<file path="config.mk">
export PLATFORM = sky130hd
export DESIGN_NAME = regfile_wr_arbiter
export DESIGN_NICKNAME = d
export VERILOG_FILES = /design/src/rtl/regfile_pkg.sv /design/src/rtl/reg_addr_decoder.sv /design/src/rtl/regfile_wr_arbiter.sv
export SDC_FILE = /design/constraint.sdc
export NUM_CORES = 1
export LEC_CHECK = 0
export ABC_AREA = 1
export CORE_MARGIN = 5
export CORE_UTILIZATION = 41
export CTS_BUF_LIST = sky130_fd_sc_hd__clkbuf_8
export CTS_CLUSTER_DIAMETER = 30
export DETAILED_ROUTE_END_ITERATION = 6
export PLACE_DENSITY = 0.83
export SKIP_CTS_REPAIR_TIMING = 1
export SYNTH_ARGS = -nofsm -noshare
export SYNTH_HDL_FRONTEND = slang
export SYNTH_SLANG_ARGS = --single-unit
</file>
<file path="constraint.sdc">
create_clock -name clk -period 1.8 [get_ports clk]
set_clock_uncertainty 0.15 [all_clocks]
set_input_delay 0.45 -clock clk [delete_from_list [all_inputs] [get_ports clk]]
set_output_delay 0.45 -clock clk [all_outputs]
set_load 0.05 [all_outputs]
</file>
<file path="src/rtl/regfile_pkg.sv">
// Shared constants and types for the register-file writeback arbiter.
package regfile_pkg;
  localparam int NUM_REGS = 32;
  localparam int ZERO_REG = 31;

  typedef enum logic {REQ_ALU = 1'b0, REQ_MEM = 1'b1} req_e;
endpackage

</file>
<file path="src/rtl/reg_addr_decoder.sv">
// Register address to one-hot enable; the zero register never decodes.
module reg_addr_decoder
  import regfile_pkg::*;
#(
  parameter int ADDR_WIDTH = 5
) (
  input  logic                  en,
  input  logic [ADDR_WIDTH-1:0] addr,
  output logic [NUM_REGS-1:0]   onehot
);

  for (genvar i = 0; i < NUM_REGS; i++) begin : g_dec
    if (i == ZERO_REG) begin : g_zero
      assign onehot[i] = 1'b0;
    end else begin : g_reg
      assign onehot[i] = en && (addr == ADDR_WIDTH'(i));
    end
  end

endmodule

</file>
<file path="src/rtl/regfile_wr_arbiter.sv">
// Two-port (ALU / load) writeback arbiter with round-robin tie break,
// one registered write stage and a pending-write scoreboard.
module regfile_wr_arbiter
  import regfile_pkg::*;
#(
  parameter int DATA_WIDTH = 64,
  parameter int ADDR_WIDTH = 5
) (
  input  logic                  clk,
  input  logic                  reset_n,
  input  logic                  alu_valid,
  input  logic [ADDR_WIDTH-1:0] alu_addr,
  input  logic [DATA_WIDTH-1:0] alu_data,
  output logic                  alu_ready,
  input  logic                  mem_valid,
  input  logic [ADDR_WIDTH-1:0] mem_addr,
  input  logic [DATA_WIDTH-1:0] mem_data,
  output logic                  mem_ready,
  input  logic                  rsv_valid,
  input  logic [ADDR_WIDTH-1:0] rsv_addr,
  output logic [NUM_REGS-1:0]   wr_en,
  output logic [DATA_WIDTH-1:0] wr_data,
  output logic [NUM_REGS-1:0]   busy
);

  req_e                  last_q;
  logic                  xfer;
  logic [ADDR_WIDTH-1:0] gnt_addr;
  logic [DATA_WIDTH-1:0] gnt_data;
  logic [NUM_REGS-1:0]   wr_dec;
  logic [NUM_REGS-1:0]   rsv_dec;

  // Readies are gated by reset_n so nothing is accepted while held in reset.
  always_comb begin
    alu_ready = reset_n && alu_valid && (!mem_valid || last_q == REQ_MEM);
    mem_ready = reset_n && mem_valid && (!alu_valid || last_q == REQ_ALU);
    xfer      = alu_ready || mem_ready;
    gnt_addr  = alu_ready ? alu_addr : mem_addr;
    gnt_data  = alu_ready ? alu_data : mem_data;
  end

  reg_addr_decoder #(.ADDR_WIDTH(ADDR_WIDTH)) u_wr_dec (
    .en     (xfer),
    .addr   (gnt_addr),
    .onehot (wr_dec)
  );

  reg_addr_decoder #(.ADDR_WIDTH(ADDR_WIDTH)) u_rsv_dec (
    .en     (rsv_valid),
    .addr   (rsv_addr),
    .onehot (rsv_dec)
  );

  // Reset leaves last_q at MEM so the ALU wins the first tie.
  always_ff @(posedge clk or negedge reset_n) begin
    if (!reset_n) begin
      last_q  <= REQ_MEM;
      wr_en   <= '0;
      wr_data <= '0;
      busy    <= '0;
    end else begin
      wr_en <= wr_dec;
      if (xfer) begin
        wr_data <= gnt_data;
        last_q  <= alu_ready ? REQ_ALU : REQ_MEM;
      end
      // Clear on the capture edge, but a same-edge reservation wins.
      busy <= (busy & ~wr_en) | rsv_dec;
    end
  end

endmodule

</file>
# --- After elaboration in Yosys (flattened, before gate mapping) ---
# Cells that the tools add are included.
# Widths: inputs -> output; s select.
word_totals:
  wordCells: 144
  regBits: 128
  inputBits: 148
  output_inout_bits: 130
classes:
  n_reduce_logical: 73
  mux: 3
  n_eq_ne: 60
  bitwise: 4
ops:
  columns: ["op", "n"]
  rows:
  - ["$eq 5x5->1 const B", 30]
  - ["$eq 5x4->1 const B", 16]
  - ["$logic_and 1x1->1", 66]
  - ["$mux 64", 1]
  - ["$eq 5x3->1 const B", 8]
  - ["$and 32x32->32", 1]
  - ["$not 31->32", 1]
  - ["$or 32x31->32", 1]
  - ["$eq 5x2->1 const B", 4]
  - ["$eq 5x1->1 const B", 2]
  - ["$logic_not 5->1", 2]
  - ["$mux 5", 1]
  - ["$logic_or 1x1->1", 3]
  - ["$logic_not 1->1", 2]
  - ["$mux 1", 1]
  - ["$not 1->1", 1]

# --- Longest topological paths before layout ---
depth:
  word_depth: 6
  ltp_mapped: 10
  ltp_nobuf: 8

# --- Cells and area by module ---
# A second synthesis with hierarchy kept.
unflattened:
  hier_cells: 846
  hier_area_um2: 6417.4
modules_own_cells:
  columns: ["module", "area_per_inst_um2", "cells_per_inst", "n_inst", "seq_area_each_um2"]
  rows:
  - ["regfile_wr_arbiter", 5854.4, 704, 1, 3229.3]
  - ["reg_addr_decoder", 281.5, 71, 2, 0.0]

# --- Least setup slack after synthesis ---
# OpenSTA, ideal clock, no wires.
synth_path:
  path_kind: "input to register"
  from: "in reset_n"
  to: "reg wr_data[55]"
  stages: 7
  n_path_buf: 2
  slack_ps: -426
  required_time_ps: 1527
  t_arrival_ps: 1954
  setup_time_ps: 123
  path_cell_list: "nand2_1 a21oi_1 inv_1 buf_2 buf_6 nor3_1 nor2_1"
synth_between:
  elab_chain_cells: 3
  elab_cells_between_ends: 6
synth_rtl:
  columns: ["item", "line_no", "text"]
  rows:
  - ["from (decl)", "regfile_wr_arbiter.sv:10", "input logic reset_n,"]
  - ["$logic_and 1x1->1 (2 in series)", "regfile_wr_arbiter.sv:36", "mem_ready = reset_n && mem_valid && (!alu_valid || last_q == REQ_ALU);"]
  - ["net mem_ready", "regfile_wr_arbiter.sv:18", "output logic mem_ready,"]
  - ["$logic_or 1x1->1", "regfile_wr_arbiter.sv:37", "xfer = alu_ready || mem_ready;"]
  - ["to (signal assigned)", "regfile_wr_arbiter.sv:64", "wr_data <= gnt_data;"]
  - ["to (decl)", "regfile_wr_arbiter.sv:22", "output logic [DATA_WIDTH-1:0] wr_data,"]
# The timed path passes the listed nets, and every way through them passes these cells.
# A chain may end at the register's enable or synchronous reset.

# --- Final worst setup path ---
layout_path:
  from: "reg last_q"
  to: "out alu_ready"
layout_between:
  elab_chain_cells: 2
layout_rtl:
  columns: ["item", "line_no", "text"]
  rows:
  - ["from (decl)", "regfile_wr_arbiter.sv:26", "req_e last_q;"]
  - ["from (signal assigned)", "regfile_wr_arbiter.sv:65", "last_q <= alu_ready ? REQ_ALU : REQ_MEM;"]
  - ["$logic_or 1x1->1", "regfile_wr_arbiter.sv:35", "alu_ready = reset_n && alu_valid && (!mem_valid || last_q == REQ_MEM);"]
  - ["$logic_and 1x1->1", "regfile_wr_arbiter.sv:35", null]
  - ["to (decl)", "regfile_wr_arbiter.sv:14", "output logic alu_ready,"]
# No other way between the ends.

==> out/qor.yml <==
final_layout:
  drive_above_1_share_pct: 25.9
  diodes: 0
  syn2layout_area_growth_pct: 92.9
  instances_no_fill: 1047
  layout.nets: 1010
critical_path:
  slowest_stage: "dfstp_2"
  crit_chain: "inv_2, nand2_4, nand2_4, inv_8, buf_12"
  reg2reg_from: "last_q"
  cpPeakStageDelay_ps: 550
  crit_path_frequent_cell: "nand2_4"
  r2r-end: "wr_en[26]"
  worstSetupPathType: "register to output port"
  crit_buf_inv: 3
  ff2ff_path_depth: 10
  setup.worst_path.end_class: "output port"
  worstPathArrival_ps: 1400
  crit_fanout: 7
  rrSetupSlack_ps: -10
  startpoint_type: "register"
  crit_required_ps: 1200
  cp_top_family: "flip-flops"
synthesis:
  syn_area_um2: 5270
  synth-edff-count: 0
  synth_area_leaders: "dfrtp_1 60%, o22ai_1 11%, nor2_1 7.8%"
  synthCells: 561
  synthDistinctLibCells: 21
  synth.most_common_cell: "dfrtp_1"
  ys_seq_elements: 127
  synth_top_area_share_pct: 59.9
  synth_commonest_cells: "126 x dfrtp_1, 110 x nor2_1, 94 x o22ai_1"
  avgSynthCellArea_um2: 9.39
  seq_area_frac_synth_pct: 60.4
  yosysWarnings: 0
  ys.flop_type: "dfrtp_1"
  synth_top_cell_by_area: "dfrtp_1"
  async_reset_ff_share_pct: 100
detailed_routing:
  ant_nets: 0
  first_pass_iters: 5
  totalWireLength_um: 20500
  drcViolationCount: 0
  drt_iter0_drc: 503
  via_per_inst: 5.37
  detail_route.wl_per_cell_um: 19.6
  vias: 5618
floorplanning:
  initial_core_util_pct: 41.7
  core_area_um2: 12600
  die_w_um: 123
  dieArea_um2: 15200
  die_y_um: 123
  placementRows: 41
  ios: 278
timing:
  fin_crit_ps: 2000
  max_freq_mhz: 499
  relSlewSlack_pct: 28.2
  post-route-period-util_pct: 111
  final_max_slew_viol_count: 0
  worst_slew_pin_slew_ps: 1080
  finalSetupViolations: 3
  hold_viol_final: 0
  final.setup.worst_slack_ps: -203
  fin_hold_ws_ps: 96.7
  rsz0062_at_grt: "true"
clocking:
  cts_sinks: 127
  clock_latency_ps: 430
  clk_pin_slew_ps: 70
  cts_buffers: 17
  cts_buffer_depth: 2
  ctsRootBufferMaster: "clkbuf_8"
  cts_tree: "yes"
  cts_max_level: 4
global_routing:
  grt_usage_pct: 26.6
  grt_pass1_vias: 5908
  overflow: 0
  grt_pass1_wl_um: 30700
  antenna_found_initial: 0
  grt_max_degree: 87
flow_run:
  cap_viol_max_count: 0
worst_hold_path:
  hold_path_class: "primary input to async pin"
placement:
  place.gp.congestion: 0.909
  port-buffer-count: 275
  place_hpwl_um: 15900
  dp_cells: 1007
pwr:
  intPower_uw: 7150
  powerDensity_nw_per_um2: 1130
  peakVddDrop_mv: 0.591
  seqPwrFrac_pct: 33.8
  leakage_uw: 0.00455
  switching_share_pct: 37.8
  clockPowerShare_pct: 21.3
  switching_power_uw: 4340
  p_comb_share_pct: 44.9
run_status:
  violations: "negative setup slack"
  outcome: "finished with violations"
[worst register-to-register path, cell delays in order, from the launching register on]
cell and delay, ps:
dfstp_2 550, inv_2 50, nand2_4 70, nand2_4 80, buf_4 170, nand2_1 60, nand2_1 90, nor2_2 140
buf_4 140, nand2_1 90, nor2_1 140
[registers in the layout, indices dropped and copies added, names as in the netlist]
signal   count
wr_en       31
last_q       1
wr_data     64
busy        31
[final cells by class]
type	instances	area (um2)
Clock buffer	20	275
Clock inverter	12	118
Fill cell	694	2460
Inverter	56	218
Multi-Input combinational cell	342	1700
Sequential cell	127	3180
Tap cell	172	215
Timing Repair Buffer	318	4450
[stage by stage]
stage / util [%] / setup slack, ps / TNS [ps] / area, um2 / power [uW]
6_report: 80.5 / -203 / -320 / 10200 / 11500
5_1_grt: 80.5 / -263 / -943 / 10200 / 11900
3_3_place_gp: 76.3 / -406 / -29410 / 9630 / 8910
2_1_floorplan: - / 72.8 / 0 / 5280 / 6040
3_5_place_dp: 76.3 / -540 / -37370 / 9630 / 9070
4_1_cts: 79.4 / -552 / -2540 / 10000 / 11500
[power groups by stage]
stage | clock network (uW) | registers (uW) | logic, uW
2_1_floorplan | 0 | 5280 | 756
3_3_place_gp | 0 | 3900 | 5010
3_5_place_dp | 0 | 3940 | 5120
4_1_cts | 2480 | 3890 | 5130
5_1_grt | 2600 | 3940 | 5340
6_report | 2440 | 3890 | 5160
[cell families after synthesis]
group	synth area share (%)
AND/OR/NAND/NOR	19.3
flip-flops	60.4
AO/OA/AOI/OAI	11.5
buffers and inverters	8.70
other	0.0712
[metal layers]
layer | vias to the layer above | wire (um) | share of wire, % | GRT usage (%)
li1 | 2491 | - | - | -
met1 | 2672 | 6940 | 34 | 28.9
met2 | 379 | 10700 | 52 | 47.6
met3 | 76 | 1960 | 9.6 | 8.05
met4 | 0 | 874 | 4.3 | 11.7
met5 | - | 0 | 0 | 0
[cells in the final DEF (no fill, tap or decap), drive strengths merged]
cell type and n:
dlymetal6s2s 2, nand3 7, clkbuf 20, a21oi 1
nand3b 3, dfstp 1, dlygate4sd3 1, inv 59
dfrtp 126, o32ai 1, o21ai 1, clkinvlp 1
buf 171, clkinv 6, conb 2, nand2 58
nor2 111, bufinv 2, o22ai 94, clkdlybuf4s50 144
nor3 64
[worst max-delay path by stage]
stage | from | end | slack [ps] | cells past startpoint
2_1_floorplan | reset_n | wr_data[55] | 70 | 7
3_3_place_gp | mem_valid | wr_data[52] | -410 | 8
3_5_place_dp | mem_valid | wr_data[39] | -540 | 8
4_1_cts | last_q | alu_ready | -550 | 5
5_1_grt | last_q | alu_ready | -260 | 5
6_report | last_q | alu_ready | -200 | 5
Power figures use the tool's default switching activity.
